File: config.mk
export PLATFORM = sky130hd
export DESIGN_NAME = sign_narrow
export DESIGN_NICKNAME = d
export VERILOG_FILES = /design/src/rtl/sign_narrow_pkg.sv /design/src/rtl/sign_narrow_fifo2.sv /design/src/rtl/sign_narrow.sv
export SDC_FILE = /design/constraint.sdc
export NUM_CORES = 1
export LEC_CHECK = 0
export ABC_AREA = 1
export ABC_CLOCK_PERIOD_IN_PS = 1800
export BUFFER_PORTS_ARGS = -buffer_cell sky130_fd_sc_hd__buf_2
export CAP_MARGIN = 10
export CORE_MARGIN = 2
export CORE_UTILIZATION = 25
export CTS_CLUSTER_DIAMETER = 80
export DETAILED_ROUTE_END_ITERATION = 7
export RECOVER_POWER = 100
export REMOVE_ABC_BUFFERS = 1
export SYNTH_ARGS = -nofsm -noshare
export SYNTH_HDL_FRONTEND = slang
export SYNTH_SLANG_ARGS = --single-unit
File: constraint.sdc
create_clock -name clk -period 1.8 [get_ports clk]
set_input_delay 0 -clock clk [delete_from_list [all_inputs] [get_ports clk]]
set_output_delay 0 -clock clk [all_outputs]
set_load 0.05 [all_outputs]
File: src/rtl/sign_narrow_pkg.sv
// ---------------------------------------------------------------------------
// sign_narrow_pkg
//   Shared constants for the sign_narrow block.
//   - IN_W_DEF / OUT_W_DEF : default input/output word widths
//   - SAT_MAX_DEF / SAT_MIN_DEF : signed saturation limits at OUT_W_DEF
//   - sat_max / sat_min : the same limits for any output width up to 32
// ---------------------------------------------------------------------------
package sign_narrow_pkg;

    localparam int IN_W_DEF  = 16;
    localparam int OUT_W_DEF = 8;

    localparam logic signed [OUT_W_DEF-1:0] SAT_MAX_DEF = 8'sh7F;
    localparam logic signed [OUT_W_DEF-1:0] SAT_MIN_DEF = 8'sh80;

    // Largest positive two's-complement value in w bits, right-aligned.
    function automatic logic [31:0] sat_max(input int w);
        logic [31:0] v;
        v = '0;
        for (int i = 0; i < 32; i++) begin
            if (i < w - 1) v[i] = 1'b1;
        end
        return v;
    endfunction

    // Most negative two's-complement value in w bits, right-aligned.
    function automatic logic [31:0] sat_min(input int w);
        logic [31:0] v;
        v = '0;
        for (int i = 0; i < 32; i++) begin
            if (i == w - 1) v[i] = 1'b1;
        end
        return v;
    endfunction

endpackage

File: src/rtl/sign_narrow_fifo2.sv
// ---------------------------------------------------------------------------
// fifo2
//   Two-entry synchronous FIFO with valid/ready on both sides.
//   Ports:
//     clk, rst          : clock, synchronous active-high reset
//     i_push_vld        : producer offers i_push_data
//     o_push_rdy        : a slot is free (registered state only)
//     i_push_data [W]   : entry to store
//     o_pop_vld         : o_pop_data holds the head entry
//     i_pop_rdy         : consumer takes the head entry
//     o_pop_data  [W]   : head entry; holds the last popped entry when empty
// ---------------------------------------------------------------------------
module fifo2 #(
    parameter int W = 9
) (
    input  logic         clk,
    input  logic         rst,
    input  logic         i_push_vld,
    output logic         o_push_rdy,
    input  logic [W-1:0] i_push_data,
    output logic         o_pop_vld,
    input  logic         i_pop_rdy,
    output logic [W-1:0] o_pop_data
);

    logic [W-1:0] r_mem [2];
    logic         r_wr_ptr;
    logic         r_rd_ptr;
    logic [1:0]   r_count;

    logic w_push;
    logic w_pop;

    assign o_push_rdy = (r_count != 2'd2);
    assign o_pop_vld  = (r_count != 2'd0);
    assign w_push     = i_push_vld & o_push_rdy;
    assign w_pop      = o_pop_vld & i_pop_rdy;

    // When empty the read pointer already points at the next write slot, so
    // the previous slot is shown instead; that keeps the last popped entry on
    // the output until a new one arrives.
    assign o_pop_data = (r_count == 2'd0) ? r_mem[~r_rd_ptr] : r_mem[r_rd_ptr];

    always_ff @(posedge clk) begin
        if (rst) begin
            for (int i = 0; i < 2; i++) begin
                r_mem[i] <= '0;
            end
            r_wr_ptr <= 1'b0;
            r_rd_ptr <= 1'b0;
            r_count  <= 2'd0;
        end else begin
            if (w_push) begin
                r_mem[r_wr_ptr] <= i_push_data;
                r_wr_ptr        <= ~r_wr_ptr;
            end
            if (w_pop) begin
                r_rd_ptr <= ~r_rd_ptr;
            end
            case ({w_push, w_pop})
                2'b10:   r_count <= r_count + 2'd1;
                2'b01:   r_count <= r_count - 2'd1;
                default: r_count <= r_count;
            endcase
        end
    end

endmodule

File: src/rtl/sign_narrow.sv
// ---------------------------------------------------------------------------
// sign_narrow
//   Narrows a signed IN_W-bit word to OUT_W bits, either saturating or
//   truncating on overflow, and buffers the result in a 2-entry FIFO.
//   Ports:
//     clk, rst            : clock, synchronous active-high reset
//     in_valid/in_ready   : input handshake (in_ready from FIFO state only)
//     in_data  [IN_W]     : two's-complement value to narrow
//     in_sat              : 1 = saturate on overflow, 0 = truncate
//     out_valid/out_ready : output handshake
//     out_data [OUT_W]    : narrowed value
//     out_ovf             : input was not representable in OUT_W bits
//     clr_cnt             : synchronous clear of ovf_cnt (wins over increment)
//     ovf_cnt  [8]        : saturating count of accepted overflowing items
// ---------------------------------------------------------------------------
module sign_narrow
    import sign_narrow_pkg::*;
#(
    parameter int IN_W  = IN_W_DEF,
    parameter int OUT_W = OUT_W_DEF
) (
    input  logic             clk,
    input  logic             rst,
    input  logic             in_valid,
    output logic             in_ready,
    input  logic [IN_W-1:0]  in_data,
    input  logic             in_sat,
    output logic             out_valid,
    input  logic             out_ready,
    output logic [OUT_W-1:0] out_data,
    output logic             out_ovf,
    input  logic             clr_cnt,
    output logic [7:0]       ovf_cnt
);

    localparam logic [31:0] SAT_MAX_32 = sat_max(OUT_W);
    localparam logic [31:0] SAT_MIN_32 = sat_min(OUT_W);
    localparam logic signed [OUT_W-1:0] SAT_MAX = SAT_MAX_32[OUT_W-1:0];
    localparam logic signed [OUT_W-1:0] SAT_MIN = SAT_MIN_32[OUT_W-1:0];

    // A value fits in OUT_W signed bits when every bit from the output's sign
    // position up to the input's sign position equals the input sign.
    function automatic logic is_repr(input logic signed [IN_W-1:0] d);
        return d[IN_W-1:OUT_W-1] == {(IN_W-OUT_W+1){d[IN_W-1]}};
    endfunction

    function automatic logic signed [OUT_W-1:0] narrow(
        input logic signed [IN_W-1:0] d,
        input logic                   sat
    );
        if (!is_repr(d) && sat) begin
            return d[IN_W-1] ? SAT_MIN : SAT_MAX;
        end
        return d[OUT_W-1:0];
    endfunction

    // ---- stage p0: narrowing at acceptance -------------------------------
    logic signed [IN_W-1:0]  w_in_p0;
    logic signed [OUT_W-1:0] w_nar_p0;
    logic                    w_ovf_p0;
    logic                    w_push_p0;
    logic                    w_in_ready;

    assign w_in_p0   = in_data;
    assign w_nar_p0  = narrow(w_in_p0, in_sat);
    assign w_ovf_p0  = ~is_repr(w_in_p0);
    assign w_push_p0 = in_valid & w_in_ready;
    assign in_ready  = w_in_ready;

    // ---- stage p1: buffered results --------------------------------------
    logic [OUT_W:0] w_pop_data_p1;

    fifo2 #(
        .W (OUT_W + 1)
    ) u_fifo (
        .clk         (clk),
        .rst         (rst),
        .i_push_vld  (in_valid),
        .o_push_rdy  (w_in_ready),
        .i_push_data ({w_ovf_p0, w_nar_p0}),
        .o_pop_vld   (out_valid),
        .i_pop_rdy   (out_ready),
        .o_pop_data  (w_pop_data_p1)
    );

    assign out_data = w_pop_data_p1[OUT_W-1:0];
    assign out_ovf  = w_pop_data_p1[OUT_W];

    // Overflow counter: sticks at 255, clear beats a same-cycle increment.
    logic [7:0] r_ovf_cnt;

    always_ff @(posedge clk) begin
        if (rst || clr_cnt) begin
            r_ovf_cnt <= 8'd0;
        end else if (w_push_p0 && w_ovf_p0 && (r_ovf_cnt != 8'hFF)) begin
            r_ovf_cnt <= r_ovf_cnt + 8'd1;
        end
    end

    assign ovf_cnt = r_ovf_cnt;

endmodule

### Yosys cells after proc, flatten, opt, wreduce, memory -nomap -nowiden

Memories as Yosys holds them, arrays and structs flattened. A register that Yosys moved wholly into a read port is not among the register bits.
Index checks and enable logic that the tools add are counted.

| cells by class | value |
|---|---|
| divide/modulo/power cells | 0 |
| add/sub/neg operators | 3 |
| shift-type cells | 0 |
| bitwise gates (word level) | 5 |
| equal/unequal tests | 5 |
| muxes and demuxes | 16 |
| magnitude comparators | 0 |
| multipliers | 0 |
| reduce and logical (&&, ||, !) cells | 9 |

Operator list:

| kind | count |
|---|---|
| 2-to-1 mux 8 bit | 3 |
| 2-to-1 mux 9 bit | 2 |
| 2-to-1 mux 1 bit | 10 |
| OR reduction 9 bit | 1 |
| adder 8 x 1 -> 8 bit, second input constant | 1 |
| equality test 8 bit | 1 |
| inequality test 8 bit, second input constant | 1 |
| case mux 2 bit (2 select lines) | 1 |
| nonzero test 2 bit | 2 |
| logical AND 1 bit | 3 |
| inverter 1 bit | 3 |
| adder 2 x 1 -> 2 bit, second input constant | 1 |
| bitwise AND 1 bit | 2 |
| equality test 2 x 1 -> 1 bit, second input constant | 1 |
| equality test 2 bit, second input constant | 1 |
| zero test 2 bit | 1 |
| inequality test 2 bit, second input constant | 1 |
| subtractor 2 x 1 -> 2 bit, second input constant | 1 |
| zero test 1 bit | 1 |
| logical OR 1 bit | 1 |

| word-level totals | value |
|---|---|
| ROM bits | 0 |
| memory bits (writable) | 18 |
| latch bits | 0 |
| bits of input ports | 22 |
| register bits after elaboration | 12 |
| logic and storage cells | 43 |
| memories | 1 |

Memories:

| memory | depth | width | rd ports | clocked after Yosys merged registers in | write ports | RTL line | RTL |
|---|---|---|---|---|---|---|---|
| u_fifo.r_mem | 2 | 9 | 2 | 1 | 2 | sign_narrow_fifo2.sv:26 | `logic [W-1:0] r_mem [2];` |

### Longest topological paths before layout

| depth | value |
|---|---|
| word-level depth | 7 |
| gate-level depth with buffers | 10 |

### Modules after synthesis

A second synthesis with hierarchy kept.

| second synthesis, totals | value |
|---|---|
| cells, all modules | 269 |
| area, all modules | 1931.9 um^2 |

By module, submodules not included:

| module | cells an instance | area an instance (um^2) | sequential area each (um^2) | instances |
|---|---|---|---|---|
| fifo2 | 145 | 1246.2 | 640.6 | 1 |
| sign_narrow | 124 | 685.7 | 160.2 | 1 |

### Least setup slack after synthesis

Ideal clock, no wire load.

| path | value |
|---|---|
| path type | reg-to-output |
| start point | register u_fifo.r_count[1] |
| end point | output out_data[0] |
| arrival time | 1.831 ns |
| cell stages (with the launch flop) | 6 |
| setup slack | -0.031 ns |
| path through | dfxtp_1 nor2_1 inv_1 buf_2 o21ai_0 o22ai_1 |

| between the ends | value |
|---|---|
| cells in the longest elaborated chain, start to end | 2 |

Ends and longest elaborated chain:

| what | RTL line | RTL |
|---|---|---|
| start, declared | sign_narrow_fifo2.sv:29 | `logic [1:0] r_count;` |
| start signal, assigned | sign_narrow_fifo2.sv:61 | `2'b10: r_count <= r_count + 2'd1;` |
| start signal, assigned | sign_narrow_fifo2.sv:62 | `2'b01: r_count <= r_count - 2'd1;` |
| start signal, assigned | sign_narrow_fifo2.sv:63 | `default: r_count <= r_count;` |
| zero test 2 bit | sign_narrow_fifo2.sv:42 | `assign o_pop_data = (r_count == 2'd0) ? r_mem[~r_rd_ptr] : r_mem[r_rd_ptr];` |
| 2-to-1 mux 9 bit | sign_narrow_fifo2.sv:42 |  |
| end, declared | sign_narrow.sv:30 | `output logic [OUT_W-1:0] out_data,` |

No other way between the ends.

### Worst setup path after layout

| path | value |
|---|---|
| start point | register u_fifo.r_count[1] |
| end point | output out_ovf |

| between the ends | value |
|---|---|
| cells in the longest elaborated chain, start to end | 2 |

Ends and longest elaborated chain:

| what | RTL line | RTL |
|---|---|---|
| zero test 2 bit | sign_narrow_fifo2.sv:42 |  |
| 2-to-1 mux 9 bit | sign_narrow_fifo2.sv:42 |  |
| end, declared | sign_narrow.sv:31 | `output logic out_ovf,` |

No other way between the ends.

==> impl_summary.md <==
Status
The flow ran to the end, and the final reports show no timing, DRC or antenna violations.

Timing
The worst path in the final design needs a cycle of 1598 ps, including I/O delays and setup. The transition time at the pin with the least slew margin is 656.2 ps. Timing would allow up to 0.6258 GHz.

The setup slack after layout is 202.0 ps. The final count of hold timing violations was 0. The post-route fraction of the period consumed by the critical path is 88.78%.

Setup violations remaining at the end of the flow were counted as 0. The relative max-transition margin is 56.44%. Setup repair after global routing left no endpoint under its margin. For the final database, setup skew stands at 2.378 ps. The number of slew-limit violations in the final report is 0. On the final layout, the worst hold slack is 46.08 ps.

CTS
The longest clock path from root to sink contains 2 buffers. TritonCTS built the clock tree. The clock slew seen by the registers of the worst setup and hold paths is 70 ps.

The maximum level of the CTS H-tree is 2. For this design, the sink count on the clock tree is 31. At the later pin of the worst-skew pair, clock insertion delay measures 280 ps. The CTS buffer count is 5. The post-CTS setup buffer count is 0. Clock tree synthesis selected as its root buffer the cell clkbuf_8.

GRT
The global routing met1 resource utilization is 13.26%. The global-route wire length before repair is 6900 um. The met2 usage is 20.57%. The largest net degree at the start of global routing is 15. The layer flagged by global routing as most heavily used is met2. The number of global-route vias before repair is 1538. The total overflow reported by the global router is 0.

The met3 demand-to-capacity share in global routing is 3.265%. The initial antenna violation count is 0. For this run, the total global-route usage over all layers was measured as 11.63%.

Synth
The async set-or-reset flop fraction in the synthesized netlist is 0%. The average size of a mapped cell is 7.815 um^2. Of all cell types, the one taking the most synthesized area is edfxtp_1. The number of flops mapped to enable cells by yosys is 18. The share of synthesized area in the top cell type comes to 30.34%. The distinct cell type count after synthesis is 27. Sequential elements use 44.94% of the synthesized area. The commonest cells after synthesis are nor2_1, nand2_1, inv_1, o21ai_0, edfxtp_1. For this run, the leading register cell type out of synthesis is edfxtp_1. By area the synthesized netlist is led by edfxtp_1, dfxtp_1, nor2_1.

The cell count after synthesis is 228. The cell with the most instances after synthesis is nor2_1. The flip-flop and latch count after synthesis is 31. The warning count from the yosys run is 0. The netlist area before placement is 0.001782 mm^2.

Cells and area
The finished cells cover 0.002202 mm^2. In the final layout, the share of cells above drive strength 1 is 19.78%. Leaving out filler cells and counting taps, the final layout contains 374. The total inserted antenna cells is 0. The post-synthesis to final-layout area growth is 23.60%. The net count of the finished layout is 301.

Worst setup path
The family with the most delay on the worst path is buffers and inverters. STA classifies the critical path endpoint as an output pin. The biggest cell delay along the critical path is 430 ps. The worst reg-to-reg setup slack is 260 ps. Of all nets on the critical path, the largest fanout is 10. The signal arrival time at the worst endpoint is 1600 ps. For the worst setup path, the data required time is 1800 ps.

The buffers plus inverters on the worst setup path is 3. The worst-path cell with the longest stage delay is dfxtp_1. The startpoint type of the worst setup path is a flop. The category of the most critical setup path is flop to output pin. Walking the worst path, the cells encountered are nor2_1, inv_1, buf_4, o21ai_0, o22ai_1, clkbuf_2.

Placed design
The number of I/O port buffers is 40. OpenSTA, run right after detailed placement, puts the worst setup slack at 259.6 ps. The total half-perimeter wirelength after legalization and detailed placement is 3116 um.

The congestion estimate from routability-driven global placement came to 0.8000. The standard cell area after detailed placement is 0.002116 mm^2. In this run, placement finished with an instance count of 365.

Die
In this run the horizontal extent of the chip is 88.42 um. The die covers 0.007818 mm^2. The die is 88.42 um tall. Pin placement for this block handled 41 I/O pins. The core region area is 0.006832 mm^2.

Once the floorplan was initialized, standard cells occupied 26.08% of the core. Row generation in the floorplan step produced 30 rows.

Route
In this run, the number of DRC markers left after iteration 0 of detailed routing was 56. Wires add up to 4167 um. The detail route stage leaves a number of antenna-violating nets equal to 0.

The final route contains 1639 vias. The first detailed-routing pass ran for 4 iterations. In the final routed layout, each cell accounts on average for 11.14 um. In the routed layout, each cell is associated on average with a via count of 4.382. In the routed design, unresolved DRC markers number 0.

Worst hold path
The path class of the tightest hold or removal check is input port to flop.

Pwr
For this design the static power due to leakage is 0.9593 nW. Power spread over the standard cell area amounts to 1448 mW/mm^2. The worst ir drop on vdd is 0.4614 mV.

Summing internal, switching and leakage power gives 3.188 mW.

Flow run
The count of maximum capacitance violations is 0.
[per-stage QoR]
step	utilization (%)	TNS, ps
final	32.23	0
after CTS	32.84	0
after global placement	30.97	0
after global routing	32.23	0
after detailed placement	30.97	0
after floorplan	-	-1397
[worst min-delay path, cell delays in order]
cell	delay, ps
buf_2	100
nand2_1	110
a21oi_1	80
[logic make-up (layout without fill, tap and decap cells)]
family	count (synthesis)	in the layout	share of synthesized area, %
AOI/OAI and AO/OA	50	50	16.71
xor gates and xnor gates	4	4	1.967
adders and majority gates	2	2	1.404
buffers and inverters	31	81	7.584
DFF	31	31	44.94
and+or+nand+nor	110	110	27.39
[power breakdown]
group | internal, mW | switching [mW]
clock network | 0.448 | 0.269
logic | 0.397 | 1.12
registers | 0.855 | 0.0960
total | 1.70 | 1.49
[area by class of cell]
cell class	instances	area (um^2)
Timing Repair Buffer	48	239.0
Inverter	25	100.1
Tap cell	96	120.1
Sequential cell	31	802.0
Clock inverter	2	35.03
Fill cell	747	4629
Multi-Input combinational cell	166	823.3
Clock buffer	6	82.58
[cell usage in the layout, fill, tap and decap left out, types with 2 or more instances in the layout]
master and count:
clkbuf_2 9, o21ai_0 22, clkbuf_8 6, ha_1 2, xor2_1 3, nand2_1 40, inv_1 23, a21oi_1 16
nand3_1 8, buf_2 21, nand4_1 5, clkbuf_1 13, nor2_1 49, o22ai_1 9, edfxtp_1 18, nor2_2 3
dfxtp_1 12, buf_4 4, a21oi_2 2
[what timing repair did]
item                       4_1_cts  5_1_grt
hold buffers                     1        0
hold endpoints to repair         1        0
setup endpoints to repair        0        1
resized for setup                0        2
[sequential cells by signal, summed over array words and instances, names as in the netlist, named ones only]
register and count:
ovf_cnt 8, u_fifo.r_mem 18, u_fifo.r_wr_ptr 1, u_fifo.r_count 2, u_fifo.r_rd_ptr 1
[routing by layer]
| metal | wire, um | part of all wire, % | up-vias |
|---|---|---|---|
| li1 | - | - | 857 |
| met1 | 1812 | 43 | 732 |
| met2 | 2007 | 48 | 42 |
| met3 | 281 | 6.7 | 8 |
| met4 | 65 | 1.6 | 0 |
| met5 | 0 | 0 | - |
[worst paths after layout]
path,from,cells after the start,endpoint
setup / recovery,u_fifo.r_count[1]$_SDFFE_PP0P_,6,out_ovf
hold / removal,out_ready,3,u_fifo.r_rd_ptr$_SDFFE_PP0P_
setup reg to reg,u_fifo.r_count[1]$_SDFFE_PP0P_,10,u_fifo.r_count[1]$_SDFFE_PP0P_
hold reg to reg,u_fifo.r_wr_ptr$_SDFFE_PP0P_,2,u_fifo.r_wr_ptr$_SDFFE_PP0P_
(Power assumes the default switching activity.)
